===== src/rtl/uart_pkg.sv =====
// Shared UART definitions: receiver/transmitter state encoding and a parity helper.
package uart_pkg;

    localparam int unsigned MAX_DATA_BITS = 9;

    typedef enum logic [2:0] {
        IDLE_WAIT = 3'd0,
        ARMED     = 3'd1,
        START     = 3'd2,
        DATA      = 3'd3,
        PARITY    = 3'd4,
        STOP      = 3'd5,
        DONE      = 3'd6
    } uart_state_e;

    // 1 when the received parity bit disagrees with the data word (zero-extended).
    function automatic logic parity_mismatch(input logic [MAX_DATA_BITS-1:0] data,
                                             input logic                     sample,
                                             input logic                     odd);
        return (^data) ^ sample ^ odd;
    endfunction

endpackage


===== src/rtl/uart_rx_sync.sv =====
// Two-flop synchroniser for the asynchronous RX pad plus falling-edge detect.
// Ports:
//   clk    in   system clock
//   res    in   asynchronous active-low reset (all flops reset to 1, idle line)
//   rx     in   raw serial input
//   rx_s   out  synchronised RX (registered)
//   fall_c out  combinational falling-edge pulse of rx_s
module uart_rx_sync (
    input  logic clk,
    input  logic res,
    input  logic rx,
    output logic rx_s,
    output logic fall_c
);

    logic rx_m;
    logic rx_d;

    // Metastability stage, stable stage, one-cycle delay for edge detect.
    always_ff @(posedge clk or negedge res) begin
        if (!res) begin
            rx_m <= 1'b1;
            rx_s <= 1'b1;
            rx_d <= 1'b1;
        end else begin
            rx_m <= rx;
            rx_s <= rx_m;
            rx_d <= rx_s;
        end
    end

    assign fall_c = rx_d & ~rx_s;

endmodule


===== src/rtl/uart_rx_param.sv =====
// Parametrised UART receiver with idle arming, start-bit glitch rejection,
// optional parity and 1/2 stop bits.
// Ports:
//   clk          in   system clock
//   res          in   asynchronous active-low reset
//   RX           in   serial input, idle high, asynchronous to clk
//   data_out     out  received word, updated only on the strobe cycle
//   en_data_out  out  one-cycle strobe, data_out and flags valid
//   parity_err   out  parity mismatch, valid with strobe
//   frame_err    out  a stop bit sampled low, valid with strobe
//   busy         out  frame in progress (start edge until strobe)
module uart_rx_param
    import uart_pkg::*;
#(
    parameter int unsigned CLKS_PER_BIT = 5000,
    parameter int unsigned DATA_BITS    = 8,
    parameter int unsigned PARITY_EN    = 0,
    parameter int unsigned PARITY_ODD   = 0,
    parameter int unsigned STOP_BITS    = 1,
    parameter int unsigned IDLE_BITS    = 12
) (
    input  logic                 clk,
    input  logic                 res,
    input  logic                 RX,
    output logic [DATA_BITS-1:0] data_out,
    output logic                 en_data_out,
    output logic                 parity_err,
    output logic                 frame_err,
    output logic                 busy
);

    localparam int unsigned CNT_W  = $clog2(CLKS_PER_BIT);
    localparam int unsigned IDLE_W = $clog2(IDLE_BITS + 1);
    localparam int unsigned IDX_W  = 4;
    localparam int unsigned HALF   = CLKS_PER_BIT / 2 - 1;
    localparam int unsigned LAST   = CLKS_PER_BIT - 1;

    uart_state_e            state_q;
    uart_state_e            state_d;
    logic [CNT_W-1:0]       bit_cnt_q;
    logic [IDLE_W-1:0]      idle_cnt_q;
    logic [IDX_W-1:0]       idx_q;
    logic [DATA_BITS-1:0]   shift_q;
    logic                   perr_q;
    logic                   ferr_q;

    logic rx_s;
    logic fall_c;
    logic wrap_c;
    logic half_c;
    logic last_data_c;
    logic last_stop_c;

    uart_rx_sync u_sync (
        .clk    (clk),
        .res    (res),
        .rx     (RX),
        .rx_s   (rx_s),
        .fall_c (fall_c)
    );

    assign wrap_c      = (bit_cnt_q == CNT_W'(LAST));
    assign half_c      = (bit_cnt_q == CNT_W'(HALF));
    assign last_data_c = (idx_q == IDX_W'(DATA_BITS - 1));
    assign last_stop_c = (idx_q == IDX_W'(STOP_BITS - 1));

    // State register.
    always_ff @(posedge clk or negedge res) begin
        if (!res) begin
            state_q <= IDLE_WAIT;
        end else begin
            state_q <= state_d;
        end
    end

    // Next-state logic; all later samples fall on bit_cnt wrap (mid-bit).
    always_comb begin
        state_d = state_q;
        case (state_q)
            IDLE_WAIT: if (idle_cnt_q == IDLE_W'(IDLE_BITS)) state_d = ARMED;
            ARMED:     if (fall_c) state_d = START;
            START:     if (half_c) state_d = rx_s ? ARMED : DATA;
            DATA:      if (wrap_c && last_data_c) state_d = (PARITY_EN != 0) ? PARITY : STOP;
            PARITY:    if (wrap_c) state_d = STOP;
            STOP:      if (wrap_c && last_stop_c) state_d = DONE;
            DONE:      state_d = ferr_q ? IDLE_WAIT : ARMED;
            default:   state_d = IDLE_WAIT;
        endcase
    end

    // Bit timing, idle counting, shift register and registered outputs.
    always_ff @(posedge clk or negedge res) begin
        if (!res) begin
            bit_cnt_q   <= '0;
            idle_cnt_q  <= '0;
            idx_q       <= '0;
            shift_q     <= '0;
            perr_q      <= 1'b0;
            ferr_q      <= 1'b0;
            data_out    <= '0;
            en_data_out <= 1'b0;
            parity_err  <= 1'b0;
            frame_err   <= 1'b0;
            busy        <= 1'b0;
        end else begin
            en_data_out <= 1'b0;
            parity_err  <= 1'b0;
            frame_err   <= 1'b0;

            // Realign the bit clock on the start edge and again at mid start bit.
            if ((state_q == ARMED && fall_c) || (state_q == START && half_c) || wrap_c) begin
                bit_cnt_q <= '0;
            end else begin
                bit_cnt_q <= bit_cnt_q + CNT_W'(1);
            end

            if (state_q == DONE) begin
                idle_cnt_q <= '0;
            end else if (state_q == IDLE_WAIT && wrap_c) begin
                if (!rx_s) begin
                    idle_cnt_q <= '0;
                end else if (idle_cnt_q != IDLE_W'(IDLE_BITS)) begin
                    idle_cnt_q <= idle_cnt_q + IDLE_W'(1);
                end
            end

            // Index restarts on every state change; counts data bits and stop bits.
            if (state_d != state_q) begin
                idx_q <= '0;
            end else if (wrap_c && (state_q == DATA || state_q == STOP)) begin
                idx_q <= idx_q + IDX_W'(1);
            end

            if (state_q == ARMED && fall_c) begin
                busy <= 1'b1;
            end

            if (state_q == START && half_c) begin
                perr_q <= 1'b0;
                ferr_q <= 1'b0;
                if (rx_s) begin
                    busy <= 1'b0;
                end
            end

            if (state_q == DATA && wrap_c) begin
                shift_q <= {rx_s, shift_q[DATA_BITS-1:1]};
            end

            if (state_q == PARITY && wrap_c) begin
                perr_q <= parity_mismatch(MAX_DATA_BITS'(shift_q), rx_s, (PARITY_ODD != 0));
            end

            if (state_q == STOP && wrap_c) begin
                ferr_q <= ferr_q | ~rx_s;
                if (last_stop_c) begin
                    en_data_out <= 1'b1;
                    data_out    <= shift_q;
                    parity_err  <= perr_q;
                    frame_err   <= ferr_q | ~rx_s;
                    busy        <= 1'b0;
                end
            end
        end
    end

endmodule


===== config.mk =====
export PLATFORM = sky130hd
export DESIGN_NAME = uart_rx_param
export DESIGN_NICKNAME = d
export VERILOG_FILES = /design/src/rtl/uart_pkg.sv /design/src/rtl/uart_rx_sync.sv /design/src/rtl/uart_rx_param.sv
export SDC_FILE = /design/constraint.sdc
export NUM_CORES = 1
export LEC_CHECK = 0
export ABC_CLOCK_PERIOD_IN_PS = 4700
export CAP_MARGIN = 30
export CORE_MARGIN = 2
export CORE_UTILIZATION = 45
export DETAILED_ROUTE_END_ITERATION = 16
export SYNTH_ARGS = -nofsm -noshare
export SYNTH_HDL_FRONTEND = slang
export SYNTH_SLANG_ARGS = --single-unit

===== constraint.sdc =====
create_clock -name clk -period 4.7 [get_ports clk]
set_clock_uncertainty 0.1 [all_clocks]
set_input_delay 0.47 -clock clk [delete_from_list [all_inputs] [get_ports clk]]
set_output_delay 0.47 -clock clk [all_outputs]
set_load 0.1 [all_outputs]

# [Word level (Yosys, flattened, before mapping)]
# Cells that the tools add are included.
[totals] regBits=49 input_bits=3 output_inout_bits=12 wordCells=86
[op_classes] add_sub_neg=3 n_eq_ne=13 muxes=30 bitwise_logic=4 reduce_logical=21
[ops] op="2-to-1 mux 4 bit" count=6
[ops] op="case mux 3 bit (7 select lines)" count=1
[ops] op="2-to-1 mux 3 bit" count=6
[ops] op="2-to-1 mux 1 bit" count=15
[ops] op="adder 13 x 1 -> 13 bit (second input constant)" count=1
[ops] op="equality test 13 x 12 -> 1 bit (second input constant)" count=1
[ops] op="equality test 13 bit (second input constant)" count=1
[ops] op="2-to-1 mux 13 bit" count=1
[ops] op="equality test 3 bit (second input constant)" count=3
[ops] op="logical AND 1 bit" count=9
[ops] op="XOR reduction 9 bit" count=1
[ops] op="adder 4 x 1 -> 4 bit (second input constant)" count=2
[ops] op="nonzero test 2 bit" count=4
[ops] op="equality test 3 x 2 -> 1 bit (second input constant)" count=2
[ops] op="equality test 4 x 3 -> 1 bit (second input constant)" count=1
[ops] op="equality test 4 bit (second input constant)" count=1
[ops] op="zero test 4 bit" count=1
[ops] op="!= test 4 bit (second input constant)" count=1
[ops] op="AND reduction 2 bit" count=2
[ops] op="equality test 3 x 1 -> 1 bit (second input constant)" count=1
[ops] op="zero test 3 bit" count=1
[ops] op="logical OR 1 bit" count=3
[ops] op="!= test 3 bit" count=1
[ops] op="!= test 3 bit (second input constant)" count=1
[ops] op="5 further kinds" count=5

# [Logic depth before layout (Yosys ltp)]
# Gate-level depths: netlist of run 1.
[logic_depth] ltp_word=8 depth_mapped=7 mapped_depth_nobuf=7

# [By module]
# Synthesis of run 1 repeated with hierarchy kept, for this count alone.
[hier_totals] hier_cells=226 area_unflattened_um2=2464.9
[modules_own_cells] module="uart_rx_param" n_inst=1 cells_each=222 area_each_um2=2372.3 seq_area_each_um2=1151.1
[modules_own_cells] module="uart_rx_sync" n_inst=1 cells_each=4 area_each_um2=92.6 seq_area_each_um2=78.8

# [Least setup slack after synthesis of run 1]
# No wires, ideal clock.
[synth_timing] kind="flip-flop to flip-flop" from="register bit_cnt_q[0]" to="register data_out[0]" setup_ns=0.125 arrival_time_ns=2.512 t_required_ns=4.475 path_slack_ns=1.963 path_stages_with_launch=8 path_buffers=2 period_less_slack_ns=2.737 path_cell_list="dfrtp_1 > ha_1 > or4b_4 > or4_4 > buf_6 > or3_1 > buf_6 > mux2_4"
[synth_via] elab_chain_cells=3
[synth_lines] element="start, declared" line="uart_rx_param.sv:40" rtl="logic [CNT_W-1:0] bit_cnt_q;"
[synth_lines] element="start signal, assigned" line="uart_rx_param.sv:114" rtl="bit_cnt_q <= bit_cnt_q + CNT_W'(1);"
[synth_lines] element="equality test 13 bit" line="uart_rx_param.sv:62" rtl="assign wrap_c = (bit_cnt_q == CNT_W'(LAST));"
[synth_lines] element="logical AND 1 bit" line="uart_rx_param.sv:154" rtl="if (state_q == STOP && wrap_c) begin"
[synth_lines] element="AND reduction 2 bit (no source line)"
[synth_lines] element="end signal, assigned" line="uart_rx_param.sv:158" rtl="data_out <= shift_q;"
[synth_lines] element="end, declared" line="uart_rx_param.sv:25" rtl="output logic [DATA_BITS-1:0] data_out,"
# Every way passes these cells.
# A chain may end at the register's enable or synchronous reset.

# [Worst setup path in the final report of run 1]
[layout_timing] from="register bit_cnt_q[0]" to="register data_out[4]"
# Same word-level chain as after synthesis.

==> reports/results.tsv, run 1 <==
metric	value	unit
Inst Count DP	300	
Pre-Repair DR Iteration Count	4	
main flop type after synthesis	dfrtp_1	
largest net degree at the start of global routing	30	
R2R Setup Slk	1.73	ns
Final WS setup	1.73	ns
drt drc	0	
synthesized instance count	223	
clk_lat worst skew	0.30	ns
fraction of layout instances using a drive strength above 1	0.143	
first-pass GRT wire length	7690	microns
Die ar.	0.00600	sq mm
Unique masters post-synth	44	
Num CTS Buffers	5	
initial antenna violation count	0	
setup TNS	0	ns
reg-to-reg startpoint	bit_cnt_q[0]$_DFF_PN0_	
CP delay by family, top	simple AND/OR/NAND/NOR gates	
FP Rows	26	
commonest non-fill, non-tap cell in the layout	dfrtp_1	
Yosys warning count	0	
Achievable Freq	337	MHz
reg2reg end	data_out[4]$_DFFE_PN0P_	
Die Ht	77.5	microns
Bufs and invs on worst path	0	
GRT Total Usage	0.160	
measured slew at the worst slew-check pin	0.968	ns
Die X	77.5	microns
Seq/Total Area, Yosys	0.506	
Starting Density	0.470	
Worst Path Arrival	3.06	ns
CP max FO	10	
share of the synthesized area in the top cell type	0.474	
Avg Inst Size Synth	10.9	sq um
ANT nets after route	0	
vias in the first global route	1618	
max_slew headroom	0.353	
Final Critical Period	2.97	ns
fillers	465	
CTS tree	done	
Peak VDD IR	178	uV
Vias per Instance	5.28	
Post-Layout Cell Count	308	
Reg2Reg Depth	5	
H-tree levels	2	
nets@finish	245	
power per cell area	251	mW/mm^2
top cells by area, synth	dfrtp_1 47%, mux2_4 4.9%, xnor2_1 4.7%, mux2_2 3.7%, nor2_1 3.6%	
drt initial violations	80	
Yosys reg bits	49	
clock transition at the registers of the reported paths	0.09	ns
# Post-CTS Setup Buffers	0	
Setup-failing EPs final	0	
CP endpoint kind	flip-flop	
Slew Viols, Final	0	
Post-CTS Resized	0	
CP Class	reg2reg	
WHS	0.0310	ns
mapped cell area	0.00243	sq mm
Worst Setup Start Kind	flip-flop	
crit-path cells	ha_1, or4b_4, or4_4, or3_1, mux2_4	
routed wire length	4190	microns
max-cap check violation count	0	
hpwl dp	2960	microns
final worst-path cycle share	0.632	
commonest non-fill, non-tap cells in the layout	46 x dfrtp_1, 23 x nor2_1, 14 x nand3_1	
Net Sw Power	150	uW
worst path required time	4.79	ns
maximum root-to-sink buffer count	2	
CTS root buf	clkbuf_8	
Routability Congestion	0.773	
ys async rst share	1.00	
Post-synth EDFFs	0	
core box area	0.00517	sq mm
leakage	0.00123	uW
Final Util	0.526	
Ant. Diodes	0	
IO buf count	14	
Net Sw Frac	0.220	
RSZ-0062 raised after global routing	no	
Fin. Hold Viols	0	
run status	completed	
global route overflow	0	
CP max-delay cell	or3_1	
Hold-fix buffers, CTS	0	
Critical Path Max Stage Delay	0.63	ns
routed via count	1626	
Hold Crit Class	in2async	
power share of the combinational group	0.019	
Sink Count	49	
clock share of power	0.358	
I/O pin total	15	
leading area contributor after synthesis	dfrtp_1	
Internal Dissipation	533	uW
Syn Nets	231	
Reg power frac	0.622	
Avg WL per Cell	13.6	microns
Place WS	1.75	ns
Area Overhead vs Synth	12.0	%
==> worst register-to-register path: stages (launching register included) <==
cell and delay [ns]:
dfrtp_1 0.41, ha_1 0.24, or4b_4 0.49, or4_4 0.60
or3_1 0.63, mux2_4 0.39
==> worst max path at each step <==
stage                           start  slack [ns]                 endpoint  cells after the start
4_1_cts        bit_cnt_q[0]$_DFF_PN0_        1.72  data_out[5]$_DFFE_PN0P_                      5
3_3_place_gp   bit_cnt_q[0]$_DFF_PN0_        1.79  data_out[6]$_DFFE_PN0P_                      5
6_report       bit_cnt_q[0]$_DFF_PN0_        1.73  data_out[4]$_DFFE_PN0P_                      5
3_5_place_dp   bit_cnt_q[0]$_DFF_PN0_        1.75  data_out[0]$_DFFE_PN0P_                      5
2_1_floorplan  bit_cnt_q[0]$_DFF_PN0_        1.96  data_out[0]$_DFFE_PN0P_                      7
5_1_grt        bit_cnt_q[0]$_DFF_PN0_        1.57   bit_cnt_q[6]$_DFF_PN0_                      6
==> power groups by stage <==
stage | sequential (uW) | combinational, uW | clock [uW]
2_1_floorplan | 432 | 2.87 | 0
3_3_place_gp | 433 | 12.1 | 0
3_5_place_dp | 433 | 14.3 | 0
4_1_cts | 425 | 14.3 | 256
5_1_grt | 426 | 15.7 | 274
6_report | 425 | 13.3 | 245
==> metal layers <==
metal  track usage  part of all wire
met2         0.231              0.43
met5             0                 0
met4        0.0536             0.011
met1         0.238              0.52
met3        0.0360             0.030
==> Yosys cell counts (2+ instances only) <==
| library cell | n |
|---|---|
| and2_1 | 2 |
| xnor2_1 | 13 |
| o21a_1 | 2 |
| buf_6 | 2 |
| a21oi_1 | 2 |
| nand3_1 | 14 |
| nand3b_1 | 3 |
| and3_1 | 5 |
| dfrtp_1 | 46 |
| mux2_2 | 8 |
| mux2_4 | 8 |
| nor3_1 | 7 |
| or3_1 | 3 |
| nand2_1 | 11 |
| o22ai_1 | 2 |
| nor2_1 | 23 |
| xor2_1 | 9 |
| clkbuf_1 | 6 |
| nor2b_1 | 3 |
| nand4_1 | 2 |
| ha_1 | 5 |
| o211ai_1 | 2 |
| dfstp_2 | 3 |
| o31ai_1 | 2 |
| nor3b_1 | 2 |
| inv_1 | 9 |
| a21o_1 | 2 |
| a31oi_1 | 3 |
| nor4_1 | 2 |
| a211oi_1 | 2 |
| nand4b_1 | 3 |
| o21ai_0 | 5 |
==> stage by stage <==
step                      power, uW  instance area, sq um
final                           683                  2720
after global routing            715                  2720
after detailed placement        448                  2630
after CTS                       695                  2720
after floorplan                 435                  2430
after global placement          445                  2610
==> kinds of logic after synthesis <==
family | Yosys count | synth area share
AOI/OAI and AO/OA | 26 | 0.0741
DFF | 49 | 0.506
muxes | 17 | 0.0906
buffers and inverters | 18 | 0.0345
xor gates and xnor gates | 22 | 0.0793
adders and majority gates | 5 | 0.0257
and+or+nand+nor | 86 | 0.189
==> registers in the layout, indices dropped and copies added (netlist names) <==
name and flops:
bit_cnt_q 13, data_out 8, shift_q 8, idle_cnt_q 4
idx_q 4, state_q 3, busy 1, en_data_out 1
ferr_q 1, frame_err 1, parity_err 1, perr_q 1
u_sync.rx_d 1, u_sync.rx_m 1, u_sync.rx_s 1
==> area by class of cell <==
type	instances	area, sq um	area share
flip-flops and latches	49	1230	0.452
multi-input cells	156	1120	0.410
repair buffers	16	163	0.0598
well taps	70	87.6	0.0322
clock buffers	5	68.8	0.0253
inverters	9	33.8	0.0124
clock inverters	3	22.5	0.00828
(Power assumes the default switching activity.)
==> run 2: changes to the inputs <==
--- a/config.mk
+++ b/config.mk
@@ -5,11 +5,12 @@
 export SDC_FILE = /design/constraint.sdc
 export NUM_CORES = 1
 export LEC_CHECK = 0
-export ABC_CLOCK_PERIOD_IN_PS = 4700
+export ABC_CLOCK_PERIOD_IN_PS = 2600
 export CAP_MARGIN = 30
 export CORE_MARGIN = 2
 export CORE_UTILIZATION = 45
 export DETAILED_ROUTE_END_ITERATION = 16
+export PLACE_DENSITY = 0.66
 export SYNTH_ARGS = -nofsm -noshare
 export SYNTH_HDL_FRONTEND = slang
 export SYNTH_SLANG_ARGS = --single-unit
==> constraint.sdc (replaced) <==
create_clock -name clk -period 2.6 [get_ports clk]
set_clock_uncertainty 0.1 [all_clocks]
set_input_delay 0.26 -clock clk [delete_from_list [all_inputs] [get_ports clk]]
set_output_delay 0.26 -clock clk [all_outputs]
set_load 0.1 [all_outputs]
==> reports/results.tsv, run 2 (synthesis results as in run 1) <==
metric	value	unit	change
largest registers	bit_cnt_q x13, data_out x8, shift_q x8		unchanged
max_slew headroom	0.580		was 0.353
H-tree levels	2		unchanged
Reg2Reg Depth	6		was 5
Vias per Instance	5.29		was 5.28
reg2reg end	data_out[2]$_DFFE_PN0P_		was data_out[4]$_DFFE_PN0P_
Area after DPL	0.00270	sq mm	was 0.00263 sq mm
WHS	0.251	ns	was 0.0310 ns
Most flops, register	bit_cnt_q		unchanged
Pre-Repair DR Iteration Count	4		unchanged
leakage	0.00132	uW	was 0.00123 uW
Area Overhead vs Synth	16.2	%	was 12.0%
ANT nets after route	0		unchanged
maximum root-to-sink buffer count	2		unchanged
largest net degree at the start of global routing	29		was 30
max-cap check violation count	0		unchanged
CP endpoint kind	flip-flop		unchanged
IO buf count	14		unchanged
Setup-failing EPs final	0		unchanged
vias in the first global route	1604		was 1618
R2R Setup Slk	0.06	ns	was 1.73 ns
reg-to-reg startpoint	bit_cnt_q[0]$_DFF_PN0_		unchanged
# Post-CTS Setup Buffers	0		unchanged
routed via count	1703		was 1626
I/O pin total	15		unchanged
drt drc	0		unchanged
commonest non-fill, non-tap cells in the layout	46 x dfrtp_1, 25 x buf_4, 23 x nor2_1		was 46 x dfrtp_1, 23 x nor2_1, 14 x nand3_1
Ant. Diodes	0		unchanged
nets@finish	259		was 245
CTS tree	done		unchanged
GRT Total Usage	0.164		was 0.160
final worst-path cycle share	0.976		was 0.632
clk_lat worst skew	0.31	ns	was 0.30 ns
global route overflow	0		unchanged
routed wire length	4450	microns	was 4190 microns
worst path required time	2.70	ns	was 4.79 ns
hpwl dp	3180	microns	was 2960 microns
post-route cell area	0.00282	sq mm	was 0.00272 sq mm
min-delay src	RX		
first-pass GRT wire length	7800	microns	was 7690 microns
CP max-delay cell	or4_4		was or3_1
CP max FO	4		was 10
Fin. Hold Viols	0		unchanged
Starting Density	0.470		unchanged
Hold EP	u_sync.rx_m$_DFF_PN1_		
drt initial violations	84		was 80
Worst Setup Start Kind	flip-flop		unchanged
Avg WL per Cell	13.8	microns	was 13.6 microns
Die X	77.5	microns	unchanged
fraction of layout instances using a drive strength above 1	0.246		was 0.143
Slew Viols, Final	0		unchanged
measured slew at the worst slew-check pin	0.630	ns	was 0.968 ns
Hold Crit Class	in2reg		was in2async
CTS root buf	clkbuf_8		unchanged
Achievable Freq	394	MHz	was 337 MHz
hold depth	1		
Num CTS Buffers	5		unchanged
Final Critical Period	2.54	ns	was 2.97 ns
CP Class	reg2reg		unchanged
RSZ-0062 raised after global routing	no		unchanged
initial antenna violation count	0		unchanged
run status	completed		unchanged
Sink Count	49		unchanged
Critical Path Max Stage Delay	0.49	ns	was 0.63 ns
Die ar.	0.00600	sq mm	unchanged
clock transition at the registers of the reported paths	0.10	ns	was 0.09 ns
crit-path cells	ha_2, or4b_4, or4_4, or3_4, buf_4, mux2_4		was ha_1, or4b_4, or4_4, or3_1, mux2_4
commonest non-fill, non-tap cell in the layout	dfrtp_1		unchanged
FP Rows	26		unchanged
power per cell area	451	mW/mm^2	was 251 mW/mm^2
Routability Congestion	0.799		was 0.773
Worst Path Arrival	2.64	ns	was 3.06 ns
core box area	0.00517	sq mm	unchanged
Largest register FFs	13		unchanged
Die Ht	77.5	microns	unchanged
Peak VDD IR	308	uV	was 178 uV
-- run 2: power by group --
| part | switching [uW] | total [uW] | internal, uW |
|---|---|---|---|
| Sequential | 2.63 | 768 | 766 |
| Combinational | 17.6 | 25.0 | 7.47 |
| Clock | 277 | 478 | 201 |
| Total | 297 | 1270 | 975 |
-- run 2: worst max-delay path by stage --
stage / from / to / slack (ns)
after global routing: bit_cnt_q[1]$_DFF_PN0_ / data_out[0]$_DFFE_PN0P_ / 0.004
after floorplan: bit_cnt_q[0]$_DFF_PN0_ / data_out[0]$_DFFE_PN0P_ / -0.06
after detailed placement: bit_cnt_q[0]$_DFF_PN0_ / data_out[5]$_DFFE_PN0P_ / 0.07
final: bit_cnt_q[0]$_DFF_PN0_ / data_out[2]$_DFFE_PN0P_ / 0.06
after global placement: bit_cnt_q[1]$_DFF_PN0_ / data_out[0]$_DFFE_PN0P_ / 0.1
after CTS: bit_cnt_q[0]$_DFF_PN0_ / data_out[0]$_DFFE_PN0P_ / 0.05
-- run 2: worst max-delay path: cells and delay by family (launching register included) --
kind / cells / cell delay, ns
AND/OR/NAND/NOR: 3 / 1.32
multiplexers: 1 / 0.29
adder cells (fa/ha/maj): 1 / 0.18
buffers and inverters: 1 / 0.17
flip-flops: 1 / 0.37
-- run 2: stage by stage --
stage	setup slack (ns)	std cells	setup TNS [ns]	util	power, uW
after global placement	0.0958	312	0	0.522	809
after CTS	0.0538	321	0	0.543	1290
after global routing	0.00407	322	0	0.546	1330
after detailed placement	0.0728	312	0	0.522	809
after floorplan	-0.0632	223	-0.505	-	787
final	0.0622	322	0	0.546	1270
-- run 2: cell type report --
cell class / count / area [sq um]
multi-input combinational: 156 / 1130
sequential: 49 / 1230
fill: 458 / 2350
timing repair buffer: 30 / 244
clock buffer: 5 / 68.8
inverter: 9 / 33.8
clock inverter: 3 / 28.8
tap: 70 / 87.6
-- run 2: repair_timing --
item,4_1_cts,5_1_grt
setup endpoints to repair,0,8
hold buffers,1,0
gates resized for setup,0,4
endpoints found under the hold margin,24,0
-- run 2: metal layers --
layer | routed length [microns] | track usage | vias to the layer above | part of all wire
met5 | 0 | 0 | - | 0
met4 | 39 | 0.0536 | 0 | 0.0088
met3 | 153 | 0.0349 | 4 | 0.034
met2 | 2120 | 0.257 | 38 | 0.48
met1 | 2130 | 0.229 | 824 | 0.48
li1 | - | - | 837 | -
==> run 3: changes to the inputs <==
--- a/config.mk
+++ b/config.mk
@@ -10,6 +10,7 @@
 export CORE_MARGIN = 2
 export CORE_UTILIZATION = 45
 export DETAILED_ROUTE_END_ITERATION = 16
+export HOLD_SLACK_MARGIN = 0.08
 export PLACE_DENSITY = 0.66
 export SYNTH_ARGS = -nofsm -noshare
 export SYNTH_HDL_FRONTEND = slang
==> results of run 3 <==
The final DEF is identical to that of run 2; final timing and power are the same.
